`config.mk`:
```
export PLATFORM = sky130hd
export DESIGN_NAME = instruction_fetch
export DESIGN_NICKNAME = d
export VERILOG_FILES = /design/src/rtl/instruction_fetch_pkg.sv /design/src/rtl/instruction_fetch_imem_sdp_ram.sv /design/src/rtl/instruction_fetch.sv
export SDC_FILE = /design/constraint.sdc
export NUM_CORES = 1
export LEC_CHECK = 0
export CAP_MARGIN = 20
export CORE_AREA = 2 2 251 253
export DETAILED_ROUTE_END_ITERATION = 10
export DIE_AREA = 0 0 253 255
export REMOVE_ABC_BUFFERS = 1
export SLEW_MARGIN = 20
export SYNTH_ARGS = -nofsm -noshare
export SYNTH_HDL_FRONTEND = slang
export SYNTH_SLANG_ARGS = --single-unit
```
`constraint.sdc`:
```
create_clock -name clk -period 4.7 [get_ports clk]
set_clock_uncertainty 0.1 [all_clocks]
set_input_delay 0.94 -clock clk [delete_from_list [all_inputs] [get_ports clk]]
set_output_delay 0.94 -clock clk [all_outputs]
set_load 0.1 [all_outputs]
```
`src/rtl/instruction_fetch_pkg.sv`:
```
// Shared types for the fetch responder: instruction/PC widths, fetch FSM encoding and the NOP word.
// Parity helper is only used when IMEM_PARITY_EN is defined.
package instruction_fetch_pkg;

    localparam int program_counter_length = 4;
    localparam int INSTR_WIDTH            = 32;

    typedef logic [INSTR_WIDTH-1:0]            instruction_t;
    typedef logic [program_counter_length-1:0] pc_reg_t;
    typedef pc_reg_t                           imem_addr_t;

    typedef logic [2:0] fetch_state_t;
    localparam fetch_state_t IDLE   = 3'd0;
    localparam fetch_state_t LOADED = 3'd1;
    localparam fetch_state_t PRIME  = 3'd2;
    localparam fetch_state_t RUN    = 3'd3;
    localparam fetch_state_t FAULT  = 3'd4;

    localparam instruction_t NOP = '0;

    // Even parity: the stored bit makes the total count of ones even.
    function automatic logic even_parity(input instruction_t word);
        return ^word;
    endfunction

endpackage

```
`src/rtl/instruction_fetch_imem_sdp_ram.sv`:
```
// Simple dual-port synchronous RAM: one write port, one registered read port, no reset on contents.
module imem_sdp_ram #(
    parameter int WIDTH = 32,
    parameter int DEPTH = 16,
    parameter int ADDR_W = $clog2(DEPTH)
) (
    input  logic              clk,
    input  logic              we,
    input  logic [ADDR_W-1:0] waddr,
    input  logic [WIDTH-1:0]  wdata,
    input  logic [ADDR_W-1:0] raddr,
    output logic [WIDTH-1:0]  rdata
);

    logic [WIDTH-1:0] mem [DEPTH];

    always_ff @(posedge clk) begin
        if (we) begin
            mem[waddr] <= wdata;
        end
        rdata <= mem[raddr];
    end

endmodule

```
`src/rtl/instruction_fetch.sv`:
```
// Fetch responder: owns instruction memory, loads programs from the host and serves fetches to control.
// Optional build macro IMEM_PARITY_EN adds per-word parity, a FAULT state and the parity_err port.
module instruction_fetch
    import instruction_fetch_pkg::*;
#(
    parameter int           IMEM_DEPTH = 2**program_counter_length,
    parameter instruction_t NOP_INSTR  = NOP
) (
    input  logic                              clk,
    input  logic                              rst,
    input  logic                              load_valid,
    output logic                              load_ready,
    input  instruction_t                      load_data,
    input  logic                              load_last,
    input  logic                              start,
    input  logic                              stop,
    input  logic                              clear,
    input  logic [program_counter_length-1:0] next_program_counter,
    output instruction_t                      instruction,
    output logic                              core_rst,
    output logic                              running,
    output logic [program_counter_length:0]   load_count,
    output logic                              load_err
`ifdef IMEM_PARITY_EN
    ,output logic                             parity_err
`endif
);

    localparam int ADDR_W = $clog2(IMEM_DEPTH);
    localparam logic [program_counter_length:0] LAST_IDX = (program_counter_length+1)'(IMEM_DEPTH-1);
`ifdef IMEM_PARITY_EN
    localparam int RAM_W = $bits(instruction_t) + 1;
`else
    localparam int RAM_W = $bits(instruction_t);
`endif

    fetch_state_t      state;
    logic              beat;
    logic [ADDR_W-1:0] rd_addr;
    logic [RAM_W-1:0]  wr_word;
    logic [RAM_W-1:0]  rd_word;
    instruction_t      rd_instr;

    assign load_ready = (state == IDLE) && !rst;
    assign beat       = load_valid && load_ready;
    // Control's next PC is meaningless while it sits in reset, so fetch from 0 until RUN.
    assign rd_addr    = (state == RUN) ? next_program_counter[ADDR_W-1:0] : '0;
    assign core_rst   = (state != RUN);
    assign running    = (state == RUN);

`ifdef IMEM_PARITY_EN
    logic parity_bad;
    assign wr_word    = {even_parity(load_data), load_data};
    assign rd_instr   = rd_word[$bits(instruction_t)-1:0];
    assign parity_bad = (state == RUN) && (^rd_word);
    assign instruction = ((state == RUN) && !parity_bad) ? rd_instr : NOP_INSTR;
`else
    assign wr_word     = load_data;
    assign rd_instr    = rd_word;
    assign instruction = (state == RUN) ? rd_instr : NOP_INSTR;
`endif

    imem_sdp_ram #(
        .WIDTH (RAM_W),
        .DEPTH (IMEM_DEPTH)
    ) u_imem (
        .clk   (clk),
        .we    (beat),
        .waddr (load_count[ADDR_W-1:0]),
        .wdata (wr_word),
        .raddr (rd_addr),
        .rdata (rd_word)
    );

    // A beat that fills the last slot without load_last closes the program and flags truncation.
    always_ff @(posedge clk) begin
        if (rst) begin
            state      <= IDLE;
            load_count <= '0;
            load_err   <= 1'b0;
`ifdef IMEM_PARITY_EN
            parity_err <= 1'b0;
`endif
        end else begin
            case (state)
                IDLE: begin
                    if (beat) begin
                        load_count <= load_count + 1'b1;
                        if (load_last) begin
                            state <= LOADED;
                        end else if (load_count == LAST_IDX) begin
                            state    <= LOADED;
                            load_err <= 1'b1;
                        end
                    end
                end
                LOADED: begin
                    if (clear) begin
                        state      <= IDLE;
                        load_count <= '0;
                        load_err   <= 1'b0;
                    end else if (start) begin
                        state <= PRIME;
                    end
                end
                PRIME: begin
                    state <= RUN;
                end
                RUN: begin
`ifdef IMEM_PARITY_EN
                    if (parity_bad) begin
                        state      <= FAULT;
                        parity_err <= 1'b1;
                    end else if (stop) begin
                        state <= LOADED;
                    end
`else
                    if (stop) begin
                        state <= LOADED;
                    end
`endif
                end
`ifdef IMEM_PARITY_EN
                FAULT: begin
                    if (clear) begin
                        state      <= IDLE;
                        load_count <= '0;
                        load_err   <= 1'b0;
                    end
                end
`endif
                default: begin
                    state <= IDLE;
                end
            endcase
        end
    end

endmodule

```
# Yosys cells after proc, flatten, opt, wreduce, memory -nomap -nowiden
# Memories as Yosys holds them, arrays and structs flattened. A register that Yosys moved wholly into a read port is not among the register bits.
# Index checks and enable logic that the tools add are counted.
[classes]
n_addsub = 1
n_eq_ne = 12
mux = 19
n_reduce_logical = 8
[ops]
columns = ["operator", "n"]
rows = [
  ["32-bit two-way mux", 1],
  ["3-bit two-way mux", 6],
  ["3-bit one-hot mux with 4 select lines", 1],
  ["5-bit two-way mux", 2],
  ["5-bit one-hot mux with 2 select lines", 1],
  ["2-bit inequality test (second input constant)", 4],
  ["3-bit by 2-bit equality test with 1-bit output (second input constant)", 2],
  ["1-bit two-way mux", 6],
  ["3-bit by 2-bit inequality test with 1-bit output (second input constant)", 2],
  ["5-bit by 1-bit adder with 5-bit output (second input constant)", 1],
  ["5-bit by 4-bit equality test with 1-bit output (second input constant)", 1],
  ["5-bit AND reduction", 1],
  ["4-bit two-way mux", 1],
  ["4-bit AND reduction", 1],
  ["3-bit by 1-bit equality test with 1-bit output (second input constant)", 1],
  ["3-bit zero test", 1],
  ["3-bit inequality test (second input constant)", 1],
  ["3-bit AND reduction", 1],
  ["1-bit logical AND", 2],
  ["2-bit by 1-bit inequality test with 1-bit output (second input constant)", 1],
  ["1-bit one-hot mux with 2 select lines", 1],
  ["2-bit nonzero test", 1],
  ["1-bit zero test", 1],
]
[totals]
ff_bits = 9
ram_bits = 512
inputBits = 43
out_inout_bits = 41
word_cells = 44
n_memories = 1
[memory_table]
columns = ["name", "words", "width", "rd", "rd_ports_with_merged_regs", "write_ports", "line_no", "source"]
rows = [
  ["u_imem.mem", 16, 32, 1, 1, 1, "instruction_fetch_imem_sdp_ram.sv:15", "logic [WIDTH-1:0] mem [DEPTH];"],
]

# Longest topological paths before layout
[logic_depth]
depth_word = 5
mapped_depth = 8
ltp_nobuf = 6

# Modules after synthesis
# From an unflattened synthesis, not the netlist that was laid out.
[hier_totals]
hier_cells = 932
hier_area_um2 = 20559.7
[modules_own_cells]
columns = ["module", "n_inst", "cells_per_inst", "area_each_um2", "seq_area_each_um2"]
rows = [
  ["imem_sdp_ram", 1, 838, 19854.0, 16015.4],
  ["instruction_fetch", 1, 94, 705.7, 160.2],
]

# Least setup slack after synthesis
# Ideal clock, no wire load.
[synth_timing]
kind = "input to register"
start = "input port rst"
end = "memory u_imem.mem[0][0] (enable)"
setup_time_ns = 0.502
t_arrival_ns = 6.858
required_time_ns = 4.098
setup_slack_ns = -2.760
path_stages = 4
path_buffers = 1
cell_sequence = "clkbuf_1 nor3_1 nand2_1 nor4_1"
[synth_between]
elab_chain_cells = 5
[synth_lines]
columns = ["element", "line_no", "source"]
rows = [
  ["start: declaration", "instruction_fetch.sv:10", "input logic rst,"],
  ["1-bit zero test", "instruction_fetch.sv:44", "assign load_ready = (state == IDLE) && !rst;"],
  ["1-bit logical AND", "instruction_fetch.sv:44", ""],
  ["net load_ready", "instruction_fetch.sv:12", "output logic load_ready,"],
  ["1-bit logical AND", "instruction_fetch.sv:45", "assign beat = load_valid && load_ready;"],
  ["1-bit two-way mux", "instruction_fetch_imem_sdp_ram.sv:18", "if (we) begin"],
  ["1-bit two-way mux (not written as such)", "instruction_fetch_imem_sdp_ram.sv:19", "mem[waddr] <= wdata;"],
  ["end: declaration", "instruction_fetch_imem_sdp_ram.sv:15", ""],
]
# The timed path passes the listed nets, and every way through them passes these cells.

# Worst setup path after layout
[layout_timing]
start = "register state[1]"
end = "output port core_rst"
[layout_between]
elab_chain_cells = 1
[layout_lines]
columns = ["element", "line_no", "source"]
rows = [
  ["start: declaration", "instruction_fetch.sv:37", "fetch_state_t state;"],
  ["start signal: assignment", "instruction_fetch.sv:78", "state <= IDLE;"],
  ["start signal: assignment", "instruction_fetch.sv:90", "state <= LOADED;"],
  ["start signal: assignment", "instruction_fetch.sv:92", "state <= LOADED;"],
  ["3-bit by 2-bit inequality test with 1-bit output", "instruction_fetch.sv:48", "assign core_rst = (state != RUN);"],
  ["end: declaration", "instruction_fetch.sv:20", "output logic core_rst,"],
]
# No other way between the ends.

==> key figures <==
Hold path
  – Worst hold path depth: 2
  – Worst Hold Path EP: load_err
  – Min-delay src: load_err
  – Hold Path Class: flop to flop

GRT
  – Number of global-route vias before repair: between 10000 and 15000
  – First-pass GRT wire length: 74300 um
  – Largest net degree at the start of global routing: 88
  – Initial antenna violation count: 2
  – Grt ovf: 0
  – Total global routing track utilization: approximately 16%

Yosys
  – Post-Syn Instances: 1201
  – Top cell type by total area after synthesis: edfxtp_1
  – Area contributors post-synth: edfxtp_1 (72%), mux2i_1 (4.3%), dfxtp_1 (3.7%)
  – Warnings from Yosys: 0
  – Syn_area_per_cell: 17.8 sq um
  – Netlist Area Pre-Place: 21400 sq um
  – Cell variety after synth: 41
  – Register area share after synthesis: 75.6%
  – Synth Register Bits: 552
  – Top cell type's share of synthesized area: 71.9%

Worst setup path
  – CP max stage delay: about 0.98 ns
  – Critical Path Source Type: flop
  – R2R Setup Slk: 1.64 ns
  – Crit-path slowest cell: clkdlybuf4s50_1
  – Critical path fanouts, max: 34
  – Reg2reg end: u_imem.rdata[0]
  – Reg2Reg Depth: 6
  – Crit. End Element: primary output
  – WP depth: 3
  – Reg2Reg Launch Point: state[1]
  – WP data arrival: 2.69 ns
  – CP top delay family: buffers and inverters
  – CP bufs+invs: 2
  – Cell Chain, Critical Path: and2_1, inv_1, clkdlybuf4s50_1
  – CP required: 3.66 ns
  – Critical path class: flop to primary output
  – Critical Path Start: state[1]

Timing
  – Final setup margin: roughly 0.97 ns
  – FMAX: 268 MHz
  – WHS: 0.386 ns
  – Max Slew Vio Count: 0
  – Crit share post-route: 79.4%
  – RSZ-0062 raised after global routing: false
  – Crit path time final: roughly 3.7 ns
  – Final setup viols: 0
  – Relative slew margins: 27.1%
  – Fin. Hold Viols: 0
  – Slew @ Worst Pin: around 1.1 ns

Routing
  – DR pass1 iterations: 5
  – DR WL/cell: between 20 and 25 um
  – # DRC: 0
  – Final wirelength: between 50000 and 60000 um
  – Via-to-Cell Ratio: 5.30
  – Initial detailed-routing violation count: around 1100
  – DR vias: approximately 11000
  – Final ANT Viol Nets: 0

Floorplanning
  – Row count: 92
  – Core area: 62200 sq um
  – Die area: roughly 65000 sq um
  – Die Y: 255 um
  – IO Count: 84
  – Starting Density: 34.4%
  – Die width: 253 um

Final layout
  – Area Growth Syn to Fin: 15.8%
  – Layout cell share with drive strength beyond 1: a little under a fifth
  – NumNets Final: 1337
  – Antenna fix cells: 0
  – Design Area, Final: 24800 sq um
  – Multi-input gate area: 4830 sq um
  – Post-Layout Cell Count: around 2100
  – Filler instances: 5575
  – FF+latch area: 16200 sq um

Status
  – Outcome: complete, no violations

Clocking
  – CTS Buf Count: 54
  – Cts hold-fix bufs: 0
  – Post-CTS Setup Repair Bufs: 0
  – PostCTS Resize Cnt: 0
  – CTS tree: built
  – CTS Root Cell: clkbuf_16
  – Clock transition at the registers of the reported paths: 0.06 ns
  – Clk Latency, worst-skew pair: 0.61 ns
  – Clock buffer depth: 3
  – Htree depth: 2
  – Number of clock sinks: 552

Place
  – DP HPWL: 26800 um
  – Port bufs: 83
  – Gpl congestion: 0.743
  – Placed Area: ~23000 sq um
  – Dpl cells: 2032
  – Setup WS pre-CTS: 1.03 ns

Pwr
  – Int Pwr: 7880 uW
  – Gate power share: 3.6%
  – Net Sw Power: 2060 uW
  – Peak supply drop: around 0.00026 V
  – Sequential power share: 54.6%
  – Switching Fraction: 20.7%
  – Static leakage: 0.00867 uW
  – Clock power share: 41.9%
  – Power density over cell area: about 400 nW/um^2

Run
  – # Max-Cap Violations: 0
-- kinds of logic (layout without fill, tap and decap cells) --
kind of cell	count (synthesis)	after routing	synth area share (%)
flops	552	552	75.6
buf+inv	97	229	2.28
mux	163	163	9.62
fa+ha+maj	5	5	0.292
compound gates	244	244	8.62
simple gates	140	140	3.58
-- layout by cell type (no fill, tap or decap), types with 6 or more instances in the layout --
master,Yosys,routed
o22ai_1,30,30
buf_4,13,68
edfxtp_1,512,512
nor2_1,43,38
inv_1,12,12
o21ai_0,6,6
clkinv_2,0,7
a22oi_1,33,33
a21o_1,27,27
mux4_2,30,30
and3_1,68,64
a21oi_1,42,42
clkbuf_16,0,54
clkbuf_1,38,14
a221o_1,31,31
mux2_2,41,41
nand2_1,7,6
o2bb2ai_1,57,57
dfxtp_1,40,38
clkinvlp_4,0,6
clkinv_1,0,7
clkdlybuf4s50_1,0,46
mux2i_1,92,92
-- worst max path at each step --
| stage | endpoint | slack (ns) |
|---|---|---|
| after floorplan | u_imem.mem[0][0] | -2.56 |
| after global placement | u_imem.mem[9][13] | 1.08 |
| after detailed placement | u_imem.mem[8][16] | 1.03 |
| after CTS | core_rst | 0.92 |
| after global routing | core_rst | 0.83 |
| final | core_rst | 0.97 |
-- layout make-up --
type	instances	area share [%]
inverter	12	0.182
sequential	552	65.3
tap	799	4.04
clock inverter	28	1.00
multi-input combinational	552	19.5
timing repair buffer	117	4.07
clock buffer	72	5.89
-- cells in the mapped netlist --
master,n
nand2_1,7
and4b_1,1
mux4_2,30
clkbuf_1,38
buf_2,29
nand3b_1,1
a221o_1,31
edfxtp_1,512
nor4_1,4
dfxtp_1,40
a2bb2oi_1,1
a41oi_1,2
nor2_1,43
nor3_1,7
mux2_2,41
inv_1,12
and2_1,1
o2bb2ai_1,57
nand3_2,3
nor2b_1,2
o21ai_0,6
a31oi_1,2
o31ai_1,1
a22oi_1,33
a221oi_1,4
mux2i_1,92
a211o_1,1
a21oi_1,42
buf_4,13
a21o_1,27
and3_1,68
nand3_1,1
o211ai_1,1
a211oi_1,2
a32o_1,3
nand2b_1,1
ha_1,5
o22ai_1,30
nor4b_2,1
buf_6,5
o211ai_2,1
-- worst min-delay path, cell delays in order (launching register included) --
cell	delay [ns]
dfxtp_1	0.32
inv_1	0.05
a221oi_1	0.06
-- layer usage --
layer  track usage, %  wire length (um)
met5                0                11
met4             5.14              1200
met1             21.1             22100
met3             3.11              3250
met2             25.1             23500
-- stage by stage --
stage	utilization (%)	TNS, ns	power, uW
final	39.9	0	9940
after CTS	39.9	0	10000
after floorplan	-	-378.63	5670
after global placement	37.1	0	5880
after detailed placement	37.1	0	5890
after global routing	39.9	0	10200
-- registers in the layout, indices dropped and copies added (netlist names) --
name,count
u_imem.mem,512
load_err,1
u_imem.rdata,32
load_count,5
state,2
-- power groups by stage --
stage / clock network [uW] / registers [uW] / logic (uW)
2_1_floorplan: 0 / 5530 / 140
3_3_place_gp: 0 / 5530 / 351
3_5_place_dp: 0 / 5530 / 359
4_1_cts: 4250 / 5420 / 360
5_1_grt: 4420 / 5420 / 386
6_report: 4160 / 5420 / 356
Power figures use the tool's default switching activity.
